===== src/rtl/cipher_pkg.sv =====
// ---------------------------------------------------------------------------
// cipher_pkg
// Shared definitions for the keystream generator:
//   LFSR_W        - LFSR width
//   TAP_MASK      - feedback taps (bits 15,13,12,10 -> x^16+x^14+x^13+x^11+1)
//   DEFAULT_SEED  - value loaded in place of an all-zero seed
//   ks_state_t    - generator FSM states
//   lfsr_fb()     - feedback bit of one Fibonacci step
// ---------------------------------------------------------------------------
package cipher_pkg;

   localparam int          LFSR_W       = 16;
   localparam logic [15:0] TAP_MASK     = 16'hB400;
   localparam logic [15:0] DEFAULT_SEED = 16'hACE1;

   typedef enum logic [1:0] {
      ST_IDLE   = 2'd0,
      ST_WARMUP = 2'd1,
      ST_RUN    = 2'd2
   } ks_state_t;

   // XOR of the tapped bits is the bit shifted in at s[0].
   function automatic logic lfsr_fb(input logic [LFSR_W-1:0] s);
      return ^(s & TAP_MASK);
   endfunction

endpackage


===== src/rtl/ks_fifo2.sv =====
// ---------------------------------------------------------------------------
// ks_fifo2
// Two-entry byte FIFO between the bit assembler and the XOR stage.
//   clk, rst_n  - clock, synchronous active-low reset
//   push, din   - write a byte (accepted when not full, or full with pop)
//   pop         - remove head entry (ignored when empty)
//   flush       - discard all entries; wins over push/pop
//   dout        - head entry
//   full, empty - occupancy flags
// ---------------------------------------------------------------------------
module ks_fifo2 (
   input  logic       clk,
   input  logic       rst_n,
   input  logic       push,
   input  logic       pop,
   input  logic       flush,
   input  logic [7:0] din,
   output logic [7:0] dout,
   output logic       full,
   output logic       empty
);

   logic [7:0] ent0;   // head
   logic [7:0] ent1;   // second entry
   logic [1:0] count;
   logic       do_pop;
   logic       do_push;

   assign do_pop  = pop && (count != 2'd0);
   // Full + pop frees the head in the same edge, so the push still fits.
   assign do_push = push && ((count != 2'd2) || do_pop);

   always_ff @(posedge clk) begin
      if (!rst_n || flush) begin
         ent0  <= 8'h00;
         ent1  <= 8'h00;
         count <= 2'd0;
      end else begin
         case ({do_push, do_pop})
            2'b10: begin
               if (count == 2'd0) ent0 <= din;
               else               ent1 <= din;
               count <= count + 2'd1;
            end
            2'b01: begin
               ent0  <= ent1;
               count <= count - 2'd1;
            end
            2'b11: begin
               // Occupancy unchanged; incoming byte lands behind the new head.
               if (count == 2'd1) begin
                  ent0 <= din;
               end else begin
                  ent0 <= ent1;
                  ent1 <= din;
               end
            end
            default: ;
         endcase
      end
   end

   assign dout  = ent0;
   assign full  = (count == 2'd2);
   assign empty = (count == 2'd0);

endmodule


===== src/rtl/keystream_gen.sv =====
// ---------------------------------------------------------------------------
// keystream_gen
// 16-bit Fibonacci LFSR keystream source. After a seed load the LFSR runs
// WARMUP_STEPS discarded steps, then packs feedback bits MSB-first into
// bytes which are queued in a 2-entry FIFO for a valid/ready consumer.
//   clk       - clock
//   rst_n     - synchronous active-low reset (priority over seed_load)
//   seed_load - one-cycle pulse: load seed, restart warmup, flush output
//   seed      - LFSR seed (0 selects DEFAULT_SEED)
//   ks_valid  - keystream byte available
//   ks_ready  - consumer accepts ks_byte
//   ks_byte   - keystream byte (FIFO head)
//   busy      - high during warmup
// ---------------------------------------------------------------------------
module keystream_gen
   import cipher_pkg::*;
#(
   parameter int          WARMUP_STEPS = 16,
   parameter logic [15:0] DEFAULT_SEED = cipher_pkg::DEFAULT_SEED
) (
   input  logic        clk,
   input  logic        rst_n,
   input  logic        seed_load,
   input  logic [15:0] seed,
   output logic        ks_valid,
   input  logic        ks_ready,
   output logic [7:0]  ks_byte,
   output logic        busy
);

   localparam logic [7:0] LAST_STEP = 8'(WARMUP_STEPS - 1);

   ks_state_t         state;
   logic [LFSR_W-1:0] lfsr;
   logic [7:0]        step_cnt;
   logic [2:0]        bit_cnt;
   logic [6:0]        partial;   // first 7 bits of the byte being built
   logic              fb;
   logic              fifo_full;
   logic              fifo_empty;
   logic              pop;
   logic              adv;
   logic              push;
   logic [7:0]        push_byte;

   assign fb       = lfsr_fb(lfsr);
   assign ks_valid = !fifo_empty;
   assign pop      = ks_valid && ks_ready;

   // RUN advances only while the finished byte will have room; when the
   // FIFO is full and nothing pops, LFSR and partial byte freeze together.
   assign adv       = (state == ST_RUN) && (!fifo_full || pop) && !seed_load;
   assign push      = adv && (bit_cnt == 3'd7);
   assign push_byte = {partial, fb};

   always_ff @(posedge clk) begin
      if (!rst_n) begin
         state    <= ST_IDLE;
         lfsr     <= '0;
         step_cnt <= 8'd0;
         bit_cnt  <= 3'd0;
         partial  <= 7'd0;
         busy     <= 1'b0;
      end else if (seed_load) begin
         // Zero is the LFSR's lock-up state, so it is replaced.
         lfsr     <= (seed == 16'h0000) ? DEFAULT_SEED : seed;
         state    <= ST_WARMUP;
         step_cnt <= 8'd0;
         bit_cnt  <= 3'd0;
         partial  <= 7'd0;
         busy     <= 1'b1;
      end else begin
         case (state)
            ST_WARMUP: begin
               lfsr     <= {lfsr[LFSR_W-2:0], fb};
               step_cnt <= step_cnt + 8'd1;
               if (step_cnt == LAST_STEP) begin
                  state <= ST_RUN;
                  busy  <= 1'b0;
               end
            end
            ST_RUN: begin
               if (adv) begin
                  lfsr    <= {lfsr[LFSR_W-2:0], fb};
                  partial <= {partial[5:0], fb};
                  bit_cnt <= bit_cnt + 3'd1;   // wraps after the 8th bit
               end
            end
            default: ;
         endcase
      end
   end

   // seed_load drives flush: a coincident transfer still pops, then the
   // buffer is emptied on the same edge.
   ks_fifo2 u_fifo (
      .clk   (clk),
      .rst_n (rst_n),
      .push  (push),
      .pop   (pop),
      .flush (seed_load),
      .din   (push_byte),
      .dout  (ks_byte),
      .full  (fifo_full),
      .empty (fifo_empty)
   );

endmodule


===== config.mk =====
export PLATFORM = sky130hd
export DESIGN_NAME = keystream_gen
export DESIGN_NICKNAME = d
export VERILOG_FILES = /design/src/rtl/cipher_pkg.sv /design/src/rtl/ks_fifo2.sv /design/src/rtl/keystream_gen.sv
export SDC_FILE = /design/constraint.sdc
export NUM_CORES = 1
export LEC_CHECK = 0
export BUFFER_PORTS_ARGS = -buffer_cell sky130_fd_sc_hd__buf_2
export CAP_MARGIN = 5
export CORE_MARGIN = 1
export CORE_UTILIZATION = 32
export DETAILED_ROUTE_END_ITERATION = 8
export HOLD_SLACK_MARGIN = 0.03
export PLACE_DENSITY = 0.46
export SLEW_MARGIN = 20
export SYNTH_ARGS = -nofsm -noshare
export SYNTH_HDL_FRONTEND = slang
export SYNTH_SLANG_ARGS = --single-unit

===== constraint.sdc =====
create_clock -name clk -period 2.75 [get_ports clk]
set_input_delay 0 -clock clk [delete_from_list [all_inputs] [get_ports clk]]
set_output_delay 0 -clock clk [all_outputs]
set_load 0.005 [all_outputs]

# Yosys cells after proc, flatten, opt, wreduce, memory -nomap -nowiden
# Index checks and enable logic that the tools add are counted.
totals:
  wordCells: 76
  out_inout_bits: 10
  ff_bits: 55
  inputBits: 20
op_classes:
  addsub: 4
  bitwise: 1
  muxes: 17
  n_reduce_logical: 30
  eq_ne: 14
op_table:
  columns: ["cell", "n"]
  rows:
  - ["$mux 16", 3]
  - ["$mux 8", 4]
  - ["$pmux 16 s2", 1]
  - ["$pmux 8 s3", 1]
  - ["$logic_not 16->1", 1]
  - ["$pmux 8 s2", 1]
  - ["$reduce_xor 16->1", 1]
  - ["$reduce_and 2->1", 5]
  - ["$reduce_bool 2->1", 5]
  - ["$add 8x1->8 const B", 1]
  - ["$eq 2x2->1 const B", 4]
  - ["$eq 8x4->1 const B", 1]
  - ["$ne 2x2->1 const B", 4]
  - ["$eq 2x1->1 const B", 3]
  - ["$logic_and 1x1->1", 6]
  - ["$mux 1", 6]
  - ["$reduce_bool 3->1", 2]
  - ["$logic_not 1->1", 4]
  - ["$pmux 2 s2", 1]
  - ["$add 3x1->3 const B", 1]
  - ["$eq 3x3->1 const B", 1]
  - ["$logic_or 1x1->1", 3]
  - ["$ne 3x3->1 const B", 1]
  - ["$reduce_and 3->1", 1]
  - ["5 further kinds", 5]

# Logic depth before layout (Yosys ltp)
depth:
  word_depth: 11
  mapped_depth: 14
  mapped_depth_nobuf: 12

# By module
# From an unflattened synthesis, not the netlist that was laid out.
unflattened:
  hier_cells: 274
  area_unflattened_um2: 2596.2
by_module_without_submodules:
  columns: ["module", "area_each_um2", "cells_per_inst", "instances", "seq_area_each_um2"]
  rows:
  - ["keystream_gen", 1720.4, 180, 1, 720.7]
  - ["ks_fifo2", 875.8, 94, 1, 360.3]

# Worst setup path before layout
# Ideal clock, no wire load.
synth_timing:
  path_kind: "register to register"
  from: "register u_fifo.count[0]"
  to: "register u_fifo.ent0[0] (netlist: u_fifo.dout[0])"
  synth_period_minus_slack_ns: 2.466
  t_required_ns: 2.664
  stages_incl_launch_ff: 14
  path_slack_ns: 0.284
  n_path_buf: 1
  arrival_time_ns: 2.380
  setup_ns: 0.086
  cell_sequence: "dfxtp_1 > inv_1 > ha_1 > nor2b_4 > inv_4 > a21oi_4 > buf_4 > nand3_1 > inv_1 > ha_1 > nor2b_1 > o21a_1 > a22oi_1 > a211oi_1"
synth_between:
  elab_chain_cells: 11
  elab_cells_between_ends: 23
  classes_between: "7 x eq/ne; 2 x mux; 14 x reduce/logical"
synth_rtl:
  columns: ["item", "line", "source"]
  rows:
  - ["start: declaration", "ks_fifo2.sv:25", "logic [1:0] count;"]
  - ["start signal: assignment", "ks_fifo2.sv:43", "count <= count + 2'd1;"]
  - ["start signal: assignment", "ks_fifo2.sv:47", "count <= count - 2'd1;"]
  - ["$logic_not 2->1", "ks_fifo2.sv:41, ks_fifo2.sv:65", null]
  - ["$logic_not 1->1", "keystream_gen.sv:47", "assign ks_valid = !fifo_empty;"]
  - ["$logic_and 1x1->1", "keystream_gen.sv:48", "assign pop = ks_valid && ks_ready;"]
  - ["$logic_or 1x1->1", "keystream_gen.sv:52", "assign adv = (state == ST_RUN) && (!fifo_full || pop) && !seed_load;"]
  - ["$logic_and 1x1->1 (2 in a row)", "keystream_gen.sv:52", null]
  - ["$logic_and 1x1->1", "keystream_gen.sv:53", "assign push = adv && (bit_cnt == 3'd7);"]
  - ["$logic_and 1x1->1", "ks_fifo2.sv:31", "assign do_push = push && ((count != 2'd2) || do_pop);"]
  - ["$eq 2x2->1 or $eq 2x1->1 (tied branches)", "ks_fifo2.sv:39", "case ({do_push, do_pop})"]
  - ["$ne 2x2->1 (no source line) or $reduce_bool 3->1 (tied branches)", null, null]
  - ["$reduce_and 2->1 (no source line)", null, null]
  - ["end signal: assignment", "ks_fifo2.sv:41", "if (count == 2'd0) ent0 <= din;"]
  - ["end signal: assignment", "ks_fifo2.sv:46", "ent0 <= ent1;"]
  - ["end signal: assignment", "ks_fifo2.sv:52", "ent0 <= din;"]
  - ["end: declaration", "ks_fifo2.sv:23", "logic [7:0] ent0;"]
# Several ways; a longest one is shown, not always the timed one.
# A chain may end at the register's enable or synchronous reset.

# Worst setup path after layout
# Same ends and word-level chain as after synthesis.

==> flow_metrics.tcl <==
set metrics [dict create \
    vias 2028 \
    finalSetupViolCount 0 \
    die-area_um2 8590 \
    fillers 827 \
    track_usage_pct 13.5 \
    crit_path_start_kind "flop" \
    syn2layout_area_growth_pct 13.7 \
    arrival_ns 2.68 \
    pwr-share-comb_pct 10.7 \
    async_flop_share_pct 0 \
    cts.sink_count 54 \
    min_path_type "in2reg" \
    seq_area_um2 1080 \
    design_area_um2 2990 \
    core_um2 7850 \
    required_ns 2.98 \
    clk_pin_slew_ns 0.11 \
    ir_drop_v 0.000208 \
    die_h_um 92.7 \
    pwr-share-clk_pct 32.5 \
    slowest_delay_ns 0.38 \
    slew_headroom_pct 56.7 \
    cts_setup_buffers 0 \
    netlist.area_leader.share_pct 41.1 \
    fin_nets 339 \
    grt_overflow 0 \
    p_leak_nw 1.13 \
    htree_levels 2 \
    clk_latency_ns 0.31 \
    syn_area_per_cell_um2 9.44 \
    drt_iter0_markers 96 \
    grt_max_degree 28 \
    cap_violations 0 \
    ys_ff_latch 54 \
    synth_cell_types 46 \
    critical_path.cell_chain "inv_1 > ha_1 > nor2b_4 > inv_4 > a21oi_4 > nand3_1 > inv_1 > ha_1 > nor2b_1 > o21a_1 > a22oi_1 > a211oi_1" \
    drive_above_1_share_pct 19.9 \
    finalNonFillerCells 413 \
    wl_per_cell_um 13.0 \
    synth-edff-count 0 \
    critical_path_class "reg2reg" \
    synthFlopType "dfxtp_1" \
    switching_share_pct 26.4 \
    multi_input_area_um2 1380 \
    fin_crit_ns 2.46 \
    hpwl_mm 3.69 \
    final_common_cell "dfxtp_1" \
    run_status "complete, no violations" \
    hold_violations 0 \
    cts_made_buffers 5 \
    place_inst 396 \
    ios 30 \
    place.gp.congestion 0.740 \
    firstDrtPassIters 4 \
    crit_path_end_kind "flop" \
    ctsRootBufferMaster "clkbuf_8" \
    placed_cell_area_um2 2810 \
    chipWidth_um 92.7 \
    cts_tree "yes" \
    yosysSeqAreaShare_pct 41.1 \
    max_freq_mhz 407 \
    syn-num-nets 308 \
    p_int_mw 1.06 \
    finalWirelength_mm 5.36 \
    synth_largest_area_cell "dfxtp_1" \
    maxSlewViolCount 0 \
    grt_antenna_before_repair 0 \
    grt_pass1_wl_mm 9.23 \
    fin_tns_setup_ns 0 \
    drc 0 \
    ys_warn_count 0 \
    netlist_instances 279 \
    cts_buffer_depth 2 \
    placementRows 32 \
    grt_pass1_vias 1913 \
    cts.repair.resized 0 \
    start_util_pct 33.5 \
    crit_buf_inv 3 \
    pwr-share-seq_pct 56.8 \
    skew_ns 0.0146 \
    period_share_pct 89.4 \
    holdWs_ns 0.0725 \
    final_cell_mix "dfxtp_1, nor2_1, nand2_1" \
    syn_area_um2 2630 \
    p_switching_mw 0.381 \
    power_density_nw_per_um2 481 \
    path_max_fanout 8 \
    synth_area_leaders "dfxtp_1, nor2_1, mux2i_1, ha_1, nand2_1" \
    rsz0062_at_grt "no" \
    worst_pin_slew_ns 0.650 \
    final_antenna_net_count 0 \
    avgViaCountPerCell 4.91 \
    io_buffers 29 \
    slowest_stage "dfxtp_1" \
    crit_family "compound AO/OA/AOI/OAI gates" \
    diodes 0 \
]
==> power by group through the flow <==
stage                     clock network, mW  logic [mW]  registers [mW]
final                                 0.468       0.154           0.819
after global routing                  0.515       0.171           0.822
after CTS                             0.486       0.156           0.818
after detailed placement                  0       0.146           0.836
after global placement                    0       0.146           0.836
after floorplan                           0       0.113           0.833
==> cells in the mapped netlist (2+ instances only) <==
| cell type | n |
|---|---|
| nand3_1 | 2 |
| ha_1 | 9 |
| nor3_1 | 4 |
| inv_1 | 10 |
| nor4_1 | 4 |
| a211oi_1 | 8 |
| clkbuf_1 | 6 |
| mux2i_1 | 12 |
| a211oi_2 | 3 |
| o211a_1 | 4 |
| nand2_1 | 30 |
| buf_6 | 4 |
| nor2_1 | 37 |
| a21oi_2 | 2 |
| a21oi_1 | 12 |
| o22ai_2 | 8 |
| a2bb2oi_1 | 4 |
| xnor2_1 | 7 |
| dfxtp_1 | 54 |
| o31ai_1 | 5 |
| o21ai_0 | 4 |
| a22oi_1 | 8 |
| o221ai_1 | 8 |
| nor2b_1 | 2 |
| buf_4 | 2 |
| buf_2 | 4 |
| o21a_1 | 2 |
| xor2_1 | 6 |
==> stage by stage <==
step	power [mW]	utilization, %	setup slack [ns]
finish	1.44	38.1	0.292
global route	1.51	38.1	0.0437
CTS	1.46	38.1	0.272
detailed placement	0.982	35.8	0.276
global placement	0.983	35.8	0.397
floorplan	0.946	-	0.284
==> worst paths after layout <==
| path | from | end | slack, ns | cells after the start |
|---|---|---|---|---|
| min | seed[3] | lfsr[3] | 0.07 | 4 |
| max | u_fifo.count[0] | u_fifo.dout[0] | 0.29 | 12 |
| min reg2reg | bit_cnt[1] | bit_cnt[1] | 0.47 | 2 |
| max reg2reg | u_fifo.count[0] | u_fifo.dout[0] | 0.29 | 12 |
==> area by class of cell <==
| class | count | area share [%] |
|---|---|---|
| Clock buffer | 5 | 2.30 |
| Clock inverter | 3 | 0.836 |
| Inverter | 11 | 1.46 |
| Multi-Input combinational cell | 196 | 46.2 |
| Sequential cell | 54 | 36.1 |
| Tap cell | 102 | 4.26 |
| Timing Repair Buffer | 42 | 8.86 |
==> worst reg2reg max path: stages, from the launching register on <==
cell and delay (ns):
dfxtp_1 0.38, inv_1 0.07, ha_1 0.29, nor2b_4 0.22, inv_4 0.08, a21oi_4 0.15
nand3_1 0.11, inv_1 0.10, ha_1 0.18, nor2b_1 0.14, o21a_1 0.29, a22oi_1 0.15
a211oi_1 0.23
==> flip-flops by register name, summed over array words and instances, names as in the netlist <==
name / cells
bit_cnt: 3
lfsr: 16
partial: 7
state: 2
step_cnt: 8
u_fifo.count: 2
u_fifo.dout: 8
u_fifo.ent1: 8
==> layer usage <==
layer / track usage, % / wire [um]
met1: 19.3 / 2810
met2: 20.4 / 2310
met3: 2.87 / 177
met4: 3.85 / 55
met5: 0 / 0
==> cell families (layout without fill, tap and decap cells) <==
| kind of cell | Yosys count | after routing | share of synthesized area, % |
|---|---|---|---|
| AND/OR/NAND/NOR | 90 | 90 | 16.2 |
| AO/OA/AOI/OAI | 72 | 72 | 23.1 |
| flip-flops | 54 | 54 | 41.1 |
| buffers and inverters | 29 | 61 | 6.46 |
| XOR/XNOR | 13 | 13 | 4.33 |
| multiplexers | 12 | 12 | 4.56 |
| adder cells (fa/ha/maj) | 9 | 9 | 4.28 |
==> timing repair <==
action                     4_1_cts  5_1_grt
setup endpoints to repair        0        0
hold buffers                     9        0
hold endpoints to repair         9        0
(Power assumes the default switching activity.)
